**config.mk**
```make
export PLATFORM = sky130hd
export DESIGN_NAME = mole_spawner_flat
export DESIGN_NICKNAME = d
export VERILOG_FILES = /design/src/rtl/mole_if.sv /design/src/rtl/mole_spawner.sv /design/src/flat_wrapper.sv
export SDC_FILE = /design/constraint.sdc
export NUM_CORES = 1
export LEC_CHECK = 0
export BUFFER_PORTS_ARGS = -buffer_cell sky130_fd_sc_hd__buf_2
export CAP_MARGIN = 20
export CORE_MARGIN = 3
export CORE_UTILIZATION = 45
export CTS_CLUSTER_SIZE = 40
export DETAILED_ROUTE_END_ITERATION = 8
export PLACE_DENSITY_LB_ADDON = 0.2
export SLEW_MARGIN = 30
export SYNTH_ARGS = -nofsm -noshare
export SYNTH_HDL_FRONTEND = slang
export SYNTH_SLANG_ARGS = --single-unit
```
**constraint.sdc**
```tcl
create_clock -name clk -period 20.8 [get_ports clk]
set_clock_uncertainty 0.15 [all_clocks]
set_input_delay 4.16 -clock clk [delete_from_list [all_inputs] [get_ports clk]]
set_output_delay 4.16 -clock clk [all_outputs]
set_load 0.02 [all_outputs]
```
**src/rtl/mole_if.sv**
```systemverilog
// Whack-a-mole field bus: game enable and player hits in, lit moles and event pulses out.
// master = controller/scoring side, slave = mole_spawner.
interface mole_if #(
  parameter int N_LEDS = 18
);
  logic              enable;
  logic [N_LEDS-1:0] hit_mask;
  logic [N_LEDS-1:0] ledr;
  logic              mole_spawned;
  logic              mole_missed;
  logic [5:0]        moles_up;

  modport master (
    output enable, hit_mask,
    input  ledr, mole_spawned, mole_missed, moles_up
  );

  modport slave (
    input  enable, hit_mask,
    output ledr, mole_spawned, mole_missed, moles_up
  );
endinterface

```
**src/rtl/mole_spawner.sv**
```systemverilog
// Mole spawner: lights moles at LFSR-chosen LEDs, ages them out, clears hit moles.
// Ports: clk, rst_n (sync, active-low), bus (mole_if.slave: enable/hit_mask in; ledr/pulses/moles_up out).
module mole_spawner #(
  parameter int          N_LEDS           = 18,
  parameter int          MOLE_LIFE_CYCLES = 50_000_000,
  parameter int          SPAWN_GAP_CYCLES = 25_000_000,
  parameter int          MAX_MOLES        = 3,
  parameter logic [15:0] LFSR_SEED        = 16'hACE1
) (
  input logic   clk,
  input logic   rst_n,
  mole_if.slave bus
);
  localparam int LW =
    (MOLE_LIFE_CYCLES > 2) ? $clog2(MOLE_LIFE_CYCLES) : 1;
  localparam int GW =
    (SPAWN_GAP_CYCLES > 1) ? $clog2(SPAWN_GAP_CYCLES) : 1;
  localparam int IW = $clog2(N_LEDS);

  localparam logic [LW-1:0] LIFE_END = LW'(MOLE_LIFE_CYCLES - 1);
  localparam logic [GW-1:0] GAP_END  = GW'(SPAWN_GAP_CYCLES - 1);
  localparam logic [15:0]   TAPS     = 16'hB400;
  localparam logic [15:0]   NL16     = 16'(N_LEDS);
  localparam logic [5:0]    MAX6     = 6'(MAX_MOLES);

  typedef enum logic [1:0] {
    IDLE,
    GAP,
    SPAWN
  } state_t;

  state_t            state_q, state_d;
  logic [GW-1:0]     gap_q, gap_d;
  logic [15:0]       lfsr_q, lfsr_d;
  logic [N_LEDS-1:0] ledr_q, ledr_d;
  logic [LW-1:0]     life_q [N_LEDS];
  logic [LW-1:0]     life_d [N_LEDS];
  logic              spawned_q, spawned_d;
  logic              missed_q, missed_d;
  logic [5:0]        up_q, up_d;
  logic [IW-1:0]     idx;

  always_comb begin
    state_d   = state_q;
    gap_d     = gap_q;
    lfsr_d    = lfsr_q;
    ledr_d    = ledr_q;
    life_d    = life_q;
    spawned_d = 1'b0;
    missed_d  = 1'b0;
    up_d      = '0;
    idx       = IW'(lfsr_q % NL16);

    if (!bus.enable) begin
      // Field wipe: cleared moles are not misses.
      state_d = IDLE;
      gap_d   = '0;
      ledr_d  = '0;
      for (int i = 0; i < N_LEDS; i++) life_d[i] = '0;
    end else begin
      lfsr_d = lfsr_q[0] ? ((lfsr_q >> 1) ^ TAPS)
                         : (lfsr_q >> 1);

      for (int i = 0; i < N_LEDS; i++) begin
        if (!ledr_q[i]) begin
          life_d[i] = '0;
        end else if (bus.hit_mask[i]) begin
          ledr_d[i] = 1'b0;
          life_d[i] = '0;
        end else if (life_q[i] == LIFE_END) begin
          ledr_d[i] = 1'b0;
          life_d[i] = '0;
          missed_d  = 1'b1;
        end else begin
          life_d[i] = life_q[i] + 1'b1;
        end
      end

      unique case (state_q)
        IDLE: begin
          state_d = GAP;
          gap_d   = '0;
        end
        GAP: begin
          if (gap_q == GAP_END) begin
            state_d = SPAWN;
            gap_d   = '0;
          end else begin
            gap_d = gap_q + 1'b1;
          end
        end
        SPAWN: begin
          state_d = GAP;
          gap_d   = '0;
          // Occupancy is judged on registered state, so a
          // slot emptying this cycle still blocks the spawn.
          if (!ledr_q[idx] && (up_q < MAX6)) begin
            ledr_d[idx] = 1'b1;
            life_d[idx] = '0;
            spawned_d   = 1'b1;
          end
        end
        default: begin
          state_d = IDLE;
          gap_d   = '0;
        end
      endcase
    end

    for (int i = 0; i < N_LEDS; i++)
      up_d = up_d + 6'(ledr_d[i]);
  end

  always_ff @(posedge clk) begin
    if (!rst_n) begin
      state_q   <= IDLE;
      gap_q     <= '0;
      lfsr_q    <= LFSR_SEED;
      ledr_q    <= '0;
      spawned_q <= 1'b0;
      missed_q  <= 1'b0;
      up_q      <= '0;
      for (int i = 0; i < N_LEDS; i++) life_q[i] <= '0;
    end else begin
      state_q   <= state_d;
      gap_q     <= gap_d;
      lfsr_q    <= lfsr_d;
      ledr_q    <= ledr_d;
      spawned_q <= spawned_d;
      missed_q  <= missed_d;
      up_q      <= up_d;
      life_q    <= life_d;
    end
  end

  assign bus.ledr         = ledr_q;
  assign bus.mole_spawned = spawned_q;
  assign bus.mole_missed  = missed_q;
  assign bus.moles_up     = up_q;
endmodule

```
**src/flat_wrapper.sv**
```systemverilog
// flat-port wrapper written by rule: the top's interface ports become plain ports
module mole_spawner_flat 
#(
  parameter int          N_LEDS           = 18,
  parameter int          MOLE_LIFE_CYCLES = 50_000_000,
  parameter int          SPAWN_GAP_CYCLES = 25_000_000,
  parameter int          MAX_MOLES        = 3,
  parameter logic [15:0] LFSR_SEED        = 16'hACE1
)
  (clk, rst_n, bus_enable, bus_hit_mask, bus_ledr, bus_mole_spawned, bus_mole_missed, bus_moles_up);
  mole_if #(.N_LEDS(N_LEDS)) bus_i ();
  input logic clk;
  input logic rst_n;
  input wire logic [$bits(bus_i.enable)-1:0] bus_enable;
  input wire logic [$bits(bus_i.hit_mask)-1:0] bus_hit_mask;
  output wire logic [$bits(bus_i.ledr)-1:0] bus_ledr;
  output wire logic [$bits(bus_i.mole_spawned)-1:0] bus_mole_spawned;
  output wire logic [$bits(bus_i.mole_missed)-1:0] bus_mole_missed;
  output wire logic [$bits(bus_i.moles_up)-1:0] bus_moles_up;
  assign bus_i.enable = bus_enable;
  assign bus_i.hit_mask = bus_hit_mask;
  assign bus_ledr = bus_i.ledr;
  assign bus_mole_spawned = bus_i.mole_spawned;
  assign bus_mole_missed = bus_i.mole_missed;
  assign bus_moles_up = bus_i.moles_up;
  mole_spawner #(.N_LEDS(N_LEDS), .MOLE_LIFE_CYCLES(MOLE_LIFE_CYCLES), .SPAWN_GAP_CYCLES(SPAWN_GAP_CYCLES), .MAX_MOLES(MAX_MOLES), .LFSR_SEED(LFSR_SEED)) u_core (.clk(clk), .rst_n(rst_n), .bus(bus_i));
endmodule
```
# ---- Yosys cells after proc, flatten, opt, wreduce, memory -nomap -nowiden
# Index checks and enable logic that the tools add are counted.
dict set report totals {
  mem_bits_ro 0
  word_cells 323
  register_bits 537
  latch_bits 0
  ram_bits 0
  memories 0
  inputBits 21
  out_inout_bits 26
}
dict set report op_classes {
  n_bitwise 8
  magnitude_cmp 5
  div_mod_pow 1
  eq_ne 22
  n_reduce_logical 9
  shifts 0
  mul 0
  muxes 217
  add_sub_neg 36
}
# operator n
set ops {}
lappend ops {{$mux 26} 73}
lappend ops {{$mux 468} 2}
lappend ops {{$add 26x1->26 const B} 18}
lappend ops {{$and 468x468->468} 1}
lappend ops {{$eq 26x26->1 const B} 18}
lappend ops {{$not 468->468} 1}
lappend ops {{$mux 1} 133}
lappend ops {{$demux 26 s5} 1}
lappend ops {{$add 6x1->6} 16}
lappend ops {{$mux 18} 3}
lappend ops {{$add 25x1->25 const B} 1}
lappend ops {{$eq 25x25->1 const B} 1}
lappend ops {{$or 18x18->18} 1}
lappend ops {{$mod 16x5->16 const B} 1}
lappend ops {{$mux 16} 1}
lappend ops {{$ge 6x6->1 const B} 1}
lappend ops {{$lt 5x6->1 const B} 1}
lappend ops {{$lt 6x1->1 const B} 1}
lappend ops {{$lt 6x2->1 const B} 1}
lappend ops {{$not 5->6} 1}
lappend ops {{$bmux 1 s5} 1}
lappend ops {{$demux 1 s5} 1}
lappend ops {{$ge 5x1->1 const B} 1}
lappend ops {{$not 3->4} 1}
lappend ops {{14 further kinds} 18}

# ---- Depth between registers and ports, before layout
# Gate-level depths: netlist of the first run.
dict set report logic_depth {
  word_depth 59
  ltp_mapped 43
  ltp_nobuf 37
}

# ---- Worst setup path after synthesis of the first run
# No wires, ideal clock.
dict set report synth_path {
  kind {reg-to-reg}
  from {register u_core.lfsr_q[12]}
  to {register u_core.up_q[3] (netlist: u_core.bus.moles_up[3])}
  synth_period_minus_slack_ns 9.716
  slack_ns 11.084
  path_stages_with_launch 41
  t_arrival_ns 9.451
  t_required_ns 20.535
  setup_time_ns 0.115
  path_buffers 4
  cell_sequence {dfxtp_1 buf_6 buf_6 nor2_1 o22ai_1 a311oi_2 a211oi_1 or4b_1 mux2_4 and3_1 or3_4 a311oi_4 mux2i_1 o22ai_2 nor4b_4 mux2_2 a21oi_1 o21ai_0 (+5 left out) buf_2 buf_2 nor4_1 o21a_1 ha_1 inv_1 fa_1 fa_1 inv_1 fa_1 inv_1 fa_1 inv_1 fa_1 a21o_1 a21oi_1 xor2_1 and2_1}
}
dict set report synth_between {
  elab_chain_cells 26
  elab_cells_between_ends 31
  cone_classes {add/sub: 17; div: 1; order compare: 2; mux: 7; bitwise: 1; reduce/logical: 3}
}
# item line
set synth_rtl {}
lappend synth_rtl {{start, declared} mole_spawner.sv:34} ;# logic [15:0] lfsr_q, lfsr_d;
lappend synth_rtl {{start signal, assigned} mole_spawner.sv:127} ;# lfsr_q <= lfsr_d;
lappend synth_rtl {{$mod 16x5->16 *} mole_spawner.sv:52} ;# idx = IW'(lfsr_q % NL16);
lappend synth_rtl {{$lt 5x6->1 (implied by the code) / $ge 5x1->1 (equally long branches)} mole_spawner.sv:98} ;# ledr_d[idx] = 1'b1;
lappend synth_rtl {{$logic_and 1x1->1 (implied by the code)} mole_spawner.sv:98}
lappend synth_rtl {{$mux 1 (implied by the code)} mole_spawner.sv:98}
lappend synth_rtl {{$demux 1 s5} -}
lappend synth_rtl {{$or 18x18->18 (no source line)} -}
lappend synth_rtl {{$mux 18 *} mole_spawner.sv:97} ;# if (!ledr_q[idx] && (up_q < MAX6)) begin
lappend synth_rtl {{$mux 18 *} mole_spawner.sv:79} ;# unique case (state_q)
lappend synth_rtl {{$mux 18 *} mole_spawner.sv:54} ;# if (!bus.enable) begin
lappend synth_rtl {{named net u_core.ledr_d[1]} mole_spawner.sv:35} ;# logic [N_LEDS-1:0] ledr_q, ledr_d;
lappend synth_rtl {{$add 1x1->2 *} mole_spawner.sv:111} ;# up_d = up_d + 6'(ledr_d[i]);
lappend synth_rtl {{$add 6x1->6 * (16 in series)} mole_spawner.sv:111}
lappend synth_rtl {{end signal, assigned} mole_spawner.sv:131} ;# up_q <= up_d;
lappend synth_rtl {{end, declared} mole_spawner.sv:40} ;# logic [5:0] up_q, up_d;
# The timed path passes the listed nets; every way through them passes the cells marked *. The select of a mux whose other input is x is not followed.
# A chain may end at the register's enable or synchronous reset.

# ---- Worst setup path after layout of the first run
dict set report layout_path {
  from {register u_core.lfsr_q[14]}
  to {register u_core.up_q[3] (netlist: u_core.bus.moles_up[3])}
}
# The elaborated chain is that of the path after synthesis.

==> results of run 1 <==
==> logic make-up after synthesis <==
group	after synthesis	synth area share
multiplexers	23	0.0107
other	1	0.000149
adder cells (fa/ha/maj)	38	0.0224
buffers and inverters	169	0.0267
XOR/XNOR	430	0.150
AND/OR/NAND/NOR	1557	0.299
AO/OA/AOI/OAI	244	0.0641
flip-flops	536	0.427
==> cell usage after synthesis (6+ instances only) <==
cell type | number | area [sq um]
or2_2 | 11 | 68.8
mux2i_1 | 15 | 150
nand2_1 | 247 | 927
o21ai_1 | 18 | 90.1
nor4b_1 | 15 | 131
o21ai_0 | 59 | 295
nor3_1 | 69 | 345
nor4bb_1 | 7 | 70.1
and4_1 | 17 | 149
nand3_1 | 215 | 1080
o21a_1 | 17 | 128
xor2_1 | 262 | 2290
fa_1 | 12 | 240
dfxtp_1 | 536 | 10700
xnor2_1 | 168 | 1470
and3_1 | 78 | 488
buf_2 | 10 | 50.1
a21oi_1 | 63 | 315
nor4_1 | 56 | 350
nor2_1 | 594 | 2230
o22ai_1 | 8 | 50.1
inv_1 | 70 | 263
o211ai_1 | 13 | 97.6
or3_1 | 65 | 407
nand2b_1 | 30 | 188
o31ai_1 | 7 | 52.6
and2_1 | 13 | 81.3
nand4_1 | 73 | 457
nor2b_1 | 29 | 181
ha_1 | 25 | 313
a21o_1 | 6 | 45.0
clkbuf_1 | 83 | 312
==> power by group through the flow <==
| stage | Clock, W | Combinational (W) | Sequential (W) |
|---|---|---|---|
| 2_1_floorplan | 0 | 0.000336 | 0.00105 |
| 6_report | 0.00103 | 0.000405 | 0.00104 |
| 3_5_place_dp | 0 | 0.000393 | 0.00106 |
| 4_1_cts | 0.00106 | 0.000396 | 0.00104 |
| 3_3_place_gp | 0 | 0.000384 | 0.00106 |
| 5_1_grt | 0.00110 | 0.000444 | 0.00104 |
==> final timing paths <==
| path | start | end | slack (ns) | cells after the start |
|---|---|---|---|---|
| hold reg to reg | u_core.state_q[1] | u_core.state_q[1] | 0.28 | 1 |
| hold / removal | u_core.state_q[1] | u_core.state_q[1] | 0.28 | 1 |
| setup / recovery | u_core.lfsr_q[14] | u_core.bus.moles_up[3] | 9.74 | 36 |
| setup reg to reg | u_core.lfsr_q[14] | u_core.bus.moles_up[3] | 9.74 | 36 |
==> registers in the layout, indices dropped and copies added (netlist names) <==
register,cells
u_core.bus.mole_missed,1
u_core.lfsr_q,16
u_core.bus.mole_spawned,1
u_core.gap_q,25
u_core.life_q,468
u_core.bus.ledr,18
u_core.bus.moles_up,5
u_core.state_q,2
==> cell type report <==
type	count	share of cell area
Multi-Input combinational cell	2293	0.493
Sequential cell	536	0.386
Clock buffer	81	0.0581
Tap cell	739	0.0333
Clock inverter	21	0.0107
Inverter	71	0.00959
Timing Repair Buffer	48	0.00891
Antenna cell	3	0.000270
==> routing by layer <==
metal / vias to the layer above / wire length [um] / global-route usage / share of wire
met5: - / 10 / 0 / 0.00019
met4: 2 / 1630 / 0.0608 / 0.030
met3: 105 / 2860 / 0.0425 / 0.053
met2: 337 / 23700 / 0.285 / 0.44
met1: 9335 / 25800 / 0.241 / 0.48
li1: 10188 / - / - / -
==> worst register-to-register path, delay by kind of cell (launching register included) <==
family	cells	cell delay [ns]
AOI/OAI and AO/OA	10	2.57
xor gates and xnor gates	2	0.26
adders and majority gates	7	3.02
buffers and inverters	4	0.23
DFF	1	0.77
muxes	3	1.33
and+or+nand+nor	10	2.63
==> metrics by stage <==
step	utilization	instances	setup slack [ns]	hold slack, ns	instance area (sq um)
final	0.510	3792	9.74	0.284	27800
after global routing	0.510	3790	8.99	0.313	27800
after CTS	0.509	3789	9.80	0.288	27800
after detailed placement	0.474	3687	9.84	0.282	25900
after global placement	0.474	3687	10.08	0.271	25900
after floorplan	-	2998	11.08	0.253	25100
==> metrics.txt, run 1 <==
status complete, no violations; Die X 242 um; P&R area growth vs syn 10.7%; mapped cell area 0.0251 sq mm; Buffers on Ports 45; Top delay family on crit path adder cells; unique cell type count in the Yosys netlist 89; Final Total Pwr 0.00247 W; sw frac 0.276; Max Slew Vio Count 0; Critical Path AT 11.43 ns; # fillers 5,078; RSZ-0062 raised after global routing no; most common cell after layout, fill and taps aside nor2_1; DRT antenna net count 0; largest net degree at the start of global routing 46; Final Hold Vio Count 0; WS Path Type register to register; I/O pin cnt 47; Total GRT Usage 0.180; GPL Wtd Cong 0.884; cells after synthesis 2,998; Pre-antenna DRT Iters 5; Yosys reg bits 536; Static Leak 8.91 nW; Post-synth EDFFs 0; crit path launch type register; routed wire length 53,900 um; Rel. slew slack 0.353; Post-CTS Hold Fix Bufs 0; multi-input combinational cell area 0.0137 sq mm; Clk pwr share 0.416; commonest non-fill, non-tap cells in the layout 594 x nor2_1, 536 x dfxtp_1, 262 x xor2_1, 246 x nand2_1, 215 x nand3_1; total number of vias 19,967; Critical path buffers and inverters 4; Worst VDD drop 0.0000743 V; Die Ht 242 um; Avg Vias per Cell 5.27; total gr overflow 0; register area 0.0107 sq mm; Setup crit end kind register; period utilization 0.532; total CTS buffers 56; Least-Margin Pin Slew 0.970 ns; Int Pwr 0.00179 W; syn_area_per_cell 8.37 sq um; H-tree levels 2; Initial DRC Count 1,154; # setup viols final 0; combinational share of power 0.164; ys flop type dfxtp_1; CP max stage delay 0.77 ns; Worst Hold Class register to register; Root Buffer clkbuf_16; maximum clock frequency 90.4 MHz; Cell Pwr Density 88.9 mW/mm^2; layout cells sized above 1 0.0607; CP most frequent cell fa_1; Seq/Total Area, Yosys 0.427; Crit Path Max Fanout 22; Max Cap Viol 0; setup TNS 0 ns; Post-CTS Setup Bufs 0; CP max stage cell dfxtp_1; Final Critical Period 11.06 ns; hpwl dp 38,300 um; # nets final 3,064; Starting Density 0.460; Clock Latency Late Sink 0.62 ns; clock-pin slew on the worst setup and hold paths 0.07 ns; synth warn 0; clk sinks 536; Psw 0.000682 W; die area 0.0587 sq mm; initial antenna violation count 4; WL/cell 14.2 um; vias in the first global route 18,888; first-pass GRT wire length 90,700 um; Required @ worst endpoint 21.17 ns; sequential cell fraction of total power 0.420; Synth Net Count 3,056; core footprint 0.0546 sq mm; CTS tree done; Post-synth ARST share 0; # rows 85; DRC 0; CTS max path bufs 3; CTS resizes 0
No activity file was read; power rests on OpenSTA's default activity.
==> inputs of run 2 (changes only) <==
==> constraint.sdc (replaced) <==
create_clock -name clk -period 11.6 [get_ports clk]
set_clock_uncertainty 0.15 [all_clocks]
set_input_delay 2.32 -clock clk [delete_from_list [all_inputs] [get_ports clk]]
set_output_delay 2.32 -clock clk [all_outputs]
set_load 0.02 [all_outputs]
==> run 2 against run 1 <==
  * Power rose by 77%
  * First-iteration DRC count increased by 2.9%
  * Fmax up 1.5%
  * Routed wire length about the same
  * Final area shrank 0.17%
  * Worst setup slack worse by 9.0 ns
  * Final cell count hardly changed
  * Utilization decreased by 0.087 points
  * Critical path depth unchanged
  * Flip-flop and latch count did not move
  * Non-clock buffer count did not move
  * Critical path type unchanged
  * Critical endpoint unchanged
  * Largest power group unchanged
  * Highest routed layer is now met4
==> metrics.txt, run 2 (synthesized netlist as in run 1, its figures left out) <==
Worst VDD drop 0.000128 V (+72%); r2r startpoint u_core.lfsr_q[13]; WHS Path Cells 1 (unchanged); crit path launch type register; clk sinks 536 (unchanged); non-filler cells, final 3,795 (+0.079%); RSZ-0062 raised after global routing no; worst hold slack 0.304 ns (+0.0193 ns); Max Cap Viol 0 (unchanged); Final Hold Vio Count 0 (unchanged); Pre-antenna DRT Iters 7 (+2); Die X 242 um (unchanged); Least-Margin Pin Slew 0.936 ns (-0.0346 ns); status complete, no violations; period utilization 0.940 (+0.408); hpwl dp 38,100 um (-0.49%); GPL Wtd Cong 0.881 (-0.33%); Crit Path Max Fanout 21 (-4.5%); DRT antenna net count 0 (unchanged); maximum clock frequency 91.7 MHz (+1.5%); WHS Endpoint u_core.state_q[1]; Critical Path AT 11.28 ns (-0.15 ns); placed inst area 0.0259 sq mm (unchanged); total CTS buffers 57 (+1.8%); Final Critical Period 10.90 ns (-0.160 ns); Initial DRC Count 1,188 (+2.9%); layout cells sized above 1 0.0625 (+0.00189); Required @ worst endpoint 11.97 ns (-9.20 ns); die area 0.0587 sq mm (unchanged); vias in the first global route 18,976 (+0.47%); Worst Hold Class register to register; CTS max path bufs 3 (unchanged); worst-case reg-to-reg path depth 36 (unchanged); # setup viols final 0 (unchanged); WL/cell 14.2 um (about the same); CTS tree done; Largest Register u_core.life_q; Largest register FFs 468 (unchanged); CP max stage cell dfxtp_1; first-pass GRT wire length 91,100 um (+0.46%); total number of vias 20,047 (+0.40%); P&R area growth vs syn 10.6%; Root Buffer clkbuf_16; Post-CTS Hold Fix Bufs 0 (unchanged); most common cell after layout, fill and taps aside nor2_1; Rel. slew slack 0.376 (+0.0231); Clock Latency Late Sink 0.63 ns (about the same); Avg Vias per Cell 5.28 (+0.32%); Worst R2R End u_core.bus.moles_up[3]; r2r setup slk 0.70 ns (-9.04 ns); Total GRT Usage 0.181 (+0.000965); post-route cell area 0.0278 sq mm (-0.17%); placed insts 3,687 (unchanged); initial antenna violation count 3 (-1); Hold Startpoint u_core.state_q[1]; Die Ht 242 um (unchanged); I/O pin cnt 47 (unchanged); largest net degree at the start of global routing 46 (unchanged); Final Total Pwr 0.00437 W (+77%); Starting Density 0.460 (unchanged); Setup crit end kind register; clock-pin slew on the worst setup and hold paths 0.06 ns (about the same); CP most frequent cell fa_1; # nets final 3,065 (+0.033%); total gr overflow 0 (unchanged); DRC 0 (unchanged); routed wire length 54,000 um (about the same); setup TNS 0 ns (unchanged); core footprint 0.0546 sq mm (unchanged); # rows 85 (unchanged); commonest non-fill, non-tap cells in the layout 594 x nor2_1, 533 x dfxtp_1, 262 x xor2_1, 246 x nand2_1, 215 x nand3_1; H-tree levels 2 (unchanged); CP max stage delay 0.70 ns (-0.07 ns); Max Slew Vio Count 0 (unchanged); Static Leak 8.90 nW (-0.14%); Cell Pwr Density 157 mW/mm^2 (+77%); WS Path Type register to register; Buffers on Ports 45 (unchanged)
-- run 2: changes by cell type in the layout (fill, tap and decap cells not counted), moves of 2 or more --
cell,change
bufinv_16,-4
clkbuf_1,+4
clkinv_2,+4
clkinv_4,+2
clkinvlp_4,-3
dfxtp_1,-3
dfxtp_2,+3
or3_1,-2
or3_2,+2
-- run 2: per-stage QoR --
stage                      util  setup WS [ns]
after floorplan               -           1.88
after global placement    0.474          0.900
after detailed placement  0.474          0.668
after CTS                 0.508          0.611
after global routing      0.509        0.00887
final                     0.509          0.696
-- run 2: layout make-up --
type | instances | area (sq um)
Clock inverter | 20 | 200
Timing Repair Buffer | 48 | 248
Clock buffer | 86 | 1660
Inverter | 71 | 267
Multi-Input combinational cell | 2293 | 13700
Antenna cell | 2 | 5.00
Sequential cell | 536 | 10700
Tap cell | 739 | 925
Fill cell | 5112 | 26800
-- run 2: timing repair --
action | 4_1_cts | 5_1_grt
gates resized for setup | 0 | 3
buffers inserted | 0 | 0
setup endpoints to repair | 0 | 4
-- run 2: how the worst max path moves through the flow --
stage	start	end
2_1_floorplan	u_core.lfsr_q[12]	u_core.bus.moles_up[3]
6_report	u_core.lfsr_q[13]	u_core.bus.moles_up[3]
3_3_place_gp	u_core.lfsr_q[14]	u_core.bus.moles_up[3]
3_5_place_dp	u_core.lfsr_q[11]	u_core.bus.moles_up[3]
4_1_cts	u_core.lfsr_q[11]	u_core.bus.moles_up[3]
5_1_grt	u_core.lfsr_q[13]	u_core.bus.moles_up[3]
-- run 2: power breakdown --
group / total [W] / internal [W] / switching, W
clock: 0.00178 / 0.00103 / 0.000752
sequential: 0.00186 / 0.00185 / 0.0000164
combinational: 0.000721 / 0.000263 / 0.000458
total: 0.00437 / 0.00314 / 0.00123
-- run 2: per-layer routing --
metal,global-route usage,part of all wire,routed length (um)
met1,0.246,0.48,25800
met2,0.292,0.45,24100
met3,0.0304,0.048,2570
met4,0.0594,0.027,1450
met5,0,0,0
-- run 2: critical path: cells and delay by family, from the launching register on --
family          cells  cell delay (ns)
compound gates     10             2.55
xor+xnor            2             0.26
fa+ha+maj           7             3.02
buf+inv             4             0.25
flops               1             0.70
mux                 3             1.34
simple gates       10             2.57
==> inputs of run 3 (changes only) <==
--- a/config.mk
+++ b/config.mk
@@ -9,6 +9,7 @@
 export CAP_MARGIN = 20
 export CORE_MARGIN = 3
 export CORE_UTILIZATION = 45
+export CTS_BUF_LIST = sky130_fd_sc_hd__clkbuf_16
 export CTS_CLUSTER_SIZE = 40
 export DETAILED_ROUTE_END_ITERATION = 8
 export PLACE_DENSITY_LB_ADDON = 0.2
==> run 3 against run 2 <==
  * Sequential share of layout area up 0.17 points
  * Largest power group unchanged
  * Final cell count unchanged
  * Critical endpoint unchanged
  * Final area down 0.43%
  * Critical path type unchanged
  * Worst hold slack worse by 0.0032 ns
==> metrics.txt, run 3 (synthesized netlist as in run 1, its figures left out) <==
most common cell after layout, fill and taps aside nor2_1; Avg Vias per Cell 5.27 (-0.22%); RSZ-0062 raised after global routing no; fin util 0.507 (-0.00220); crit path launch type register; worst-case reg-to-reg path depth 36 (unchanged); WHS Endpoint u_core.state_q[1]; Total GRT Usage 0.181 (about the same); Largest register FFs 468 (unchanged); I/O pin cnt 47 (unchanged); routed wire length 53,800 um (-0.26%); Root Buffer clkbuf_16; Hold Startpoint u_core.state_q[1]; r2r startpoint u_core.lfsr_q[13]; P&R area growth vs syn 10.1%; largest net degree at the start of global routing 46 (unchanged); Pre-antenna DRT Iters 7 (unchanged); commonest non-fill, non-tap cells in the layout 594 x nor2_1, 533 x dfxtp_1, 262 x xor2_1, 246 x nand2_1, 215 x nand3_1; CP most frequent cell fa_1; Cell Pwr Density 154 mW/mm^2 (-1.8%); hpwl dp 38,100 um (unchanged); Required @ worst endpoint 11.97 ns (about the same); Final Hold Vio Count 0 (unchanged); WS Path Type register to register; period utilization 0.938 (-0.00204); r2r setup slk 0.72 ns (+0.02 ns); WHS Path Cells 1 (unchanged); Die Ht 242 um (unchanged); first-pass GRT wire length 91,100 um (about the same); clock-pin slew on the worst setup and hold paths 0.06 ns (about the same); maximum clock frequency 91.9 MHz (+0.22%); total CTS buffers 57 (unchanged); multi-input combinational cell area 0.0137 sq mm (unchanged); Worst VDD drop 0.000128 V (about the same); initial antenna violation count 3 (unchanged); H-tree levels 2 (unchanged); Rel. slew slack 0.377 (+0.000715); Setup crit end kind register; clk sinks 536 (unchanged); GPL Wtd Cong 0.881 (unchanged); Clock Latency Late Sink 0.63 ns (about the same); DRT antenna net count 0 (unchanged); register area 0.0107 sq mm (unchanged); Final Critical Period 10.88 ns (-0.0237 ns); CTS tree done; Post-CTS Hold Fix Bufs 0 (unchanged); CP max stage delay 0.70 ns (about the same); Top delay family on crit path adder cells; # setup viols final 0 (unchanged); Max Slew Vio Count 0 (unchanged); CP max stage cell dfxtp_1; Starting Density 0.460 (unchanged); # nets final 3,065 (unchanged); Least-Margin Pin Slew 0.935 ns (-0.00107 ns); WL/cell 14.2 um (-0.26%); Largest Register u_core.life_q; total gr overflow 0 (unchanged); total number of vias 20,003 (-0.22%); Crit Path Max Fanout 21 (unchanged); Static Leak 8.90 nW (about the same); Buffers on Ports 45 (unchanged); DRC 0 (unchanged); layout cells sized above 1 0.0586 (-0.00393); vias in the first global route 18,962 (-0.074%); core footprint 0.0546 sq mm (unchanged); Die X 242 um (unchanged); # fillers 5,132 (+0.39%); Worst Hold Class register to register; setup TNS 0 ns (unchanged); status complete, no violations; die area 0.0587 sq mm (unchanged); Initial DRC Count 1,188 (unchanged); # rows 85 (unchanged); Critical Path AT 11.25 ns (-0.03 ns); CTS max path bufs 3 (unchanged); Worst R2R End u_core.bus.moles_up[3]; Critical path buffers and inverters 4 (unchanged); Max Cap Viol 0 (unchanged)
==> run 3: repair_timing <==
action                     in CTS  in global routing
buffers inserted                0                  0
setup endpoints to repair       0                  4
resized for setup               0                  3
==> run 3: worst max path at each step <==
| stage | endpoint | start | slack [ns] | cells past startpoint |
|---|---|---|---|---|
| 5_1_grt | u_core.bus.moles_up[3] | u_core.lfsr_q[13] | 0.009 | 36 |
| 3_5_place_dp | u_core.bus.moles_up[3] | u_core.lfsr_q[11] | 0.67 | 36 |
| 6_report | u_core.bus.moles_up[3] | u_core.lfsr_q[13] | 0.72 | 36 |
| 3_3_place_gp | u_core.bus.moles_up[3] | u_core.lfsr_q[14] | 0.90 | 36 |
| 2_1_floorplan | u_core.bus.moles_up[3] | u_core.lfsr_q[12] | 1.88 | 40 |
| 4_1_cts | u_core.bus.moles_up[3] | u_core.lfsr_q[11] | 0.61 | 36 |
==> run 3: per-stage QoR <==
stage                     power, W  worst slack [ns]  instance area, sq um  hold slack (ns)  instances
final                      0.00427             0.719                 27600            0.300       3795
after global routing       0.00447           0.00898                 27600            0.299       3794
after CTS                  0.00431             0.611                 27600            0.290       3793
after detailed placement   0.00260             0.668                 25900            0.282       3687
after global placement     0.00259             0.900                 25900            0.270       3687
after floorplan            0.00249              1.88                 25100            0.253       2998
==> run 3: area by class of cell <==
type / count / area share
inverters: 71 / 0.00964
clock buffers: 57 / 0.0516
repair buffers: 48 / 0.00896
clock inverters: 49 / 0.0112
multi-input cells: 2293 / 0.497
diodes: 2 / 0.000181
well taps: 739 / 0.0335
flip-flops and latches: 536 / 0.388
==> run 3: worst reg2reg max path: cells and delay by family (launching register included) <==
family | cells | cell delay [ns]
adders and majority gates | 7 | 3.01
and+or+nand+nor | 10 | 2.57
AOI/OAI and AO/OA | 10 | 2.55
muxes | 3 | 1.34
DFF | 1 | 0.70
xor gates and xnor gates | 2 | 0.26
buffers and inverters | 4 | 0.23
==> run 3: per-layer routing <==
metal	vias to the layer above	GRT usage	part of all wire
met5	-	0	0
met4	0	0.0594	0.028
met3	86	0.0304	0.046
met2	328	0.291	0.45
met1	9382	0.246	0.48
li1	10207	-	-
==> run 3: report_power, final <==
part	switching, W	internal, W
Sequential	0.0000164	0.00185
Combinational	0.000458	0.000263
Clock	0.000748	0.000936
Total	0.00122	0.00304
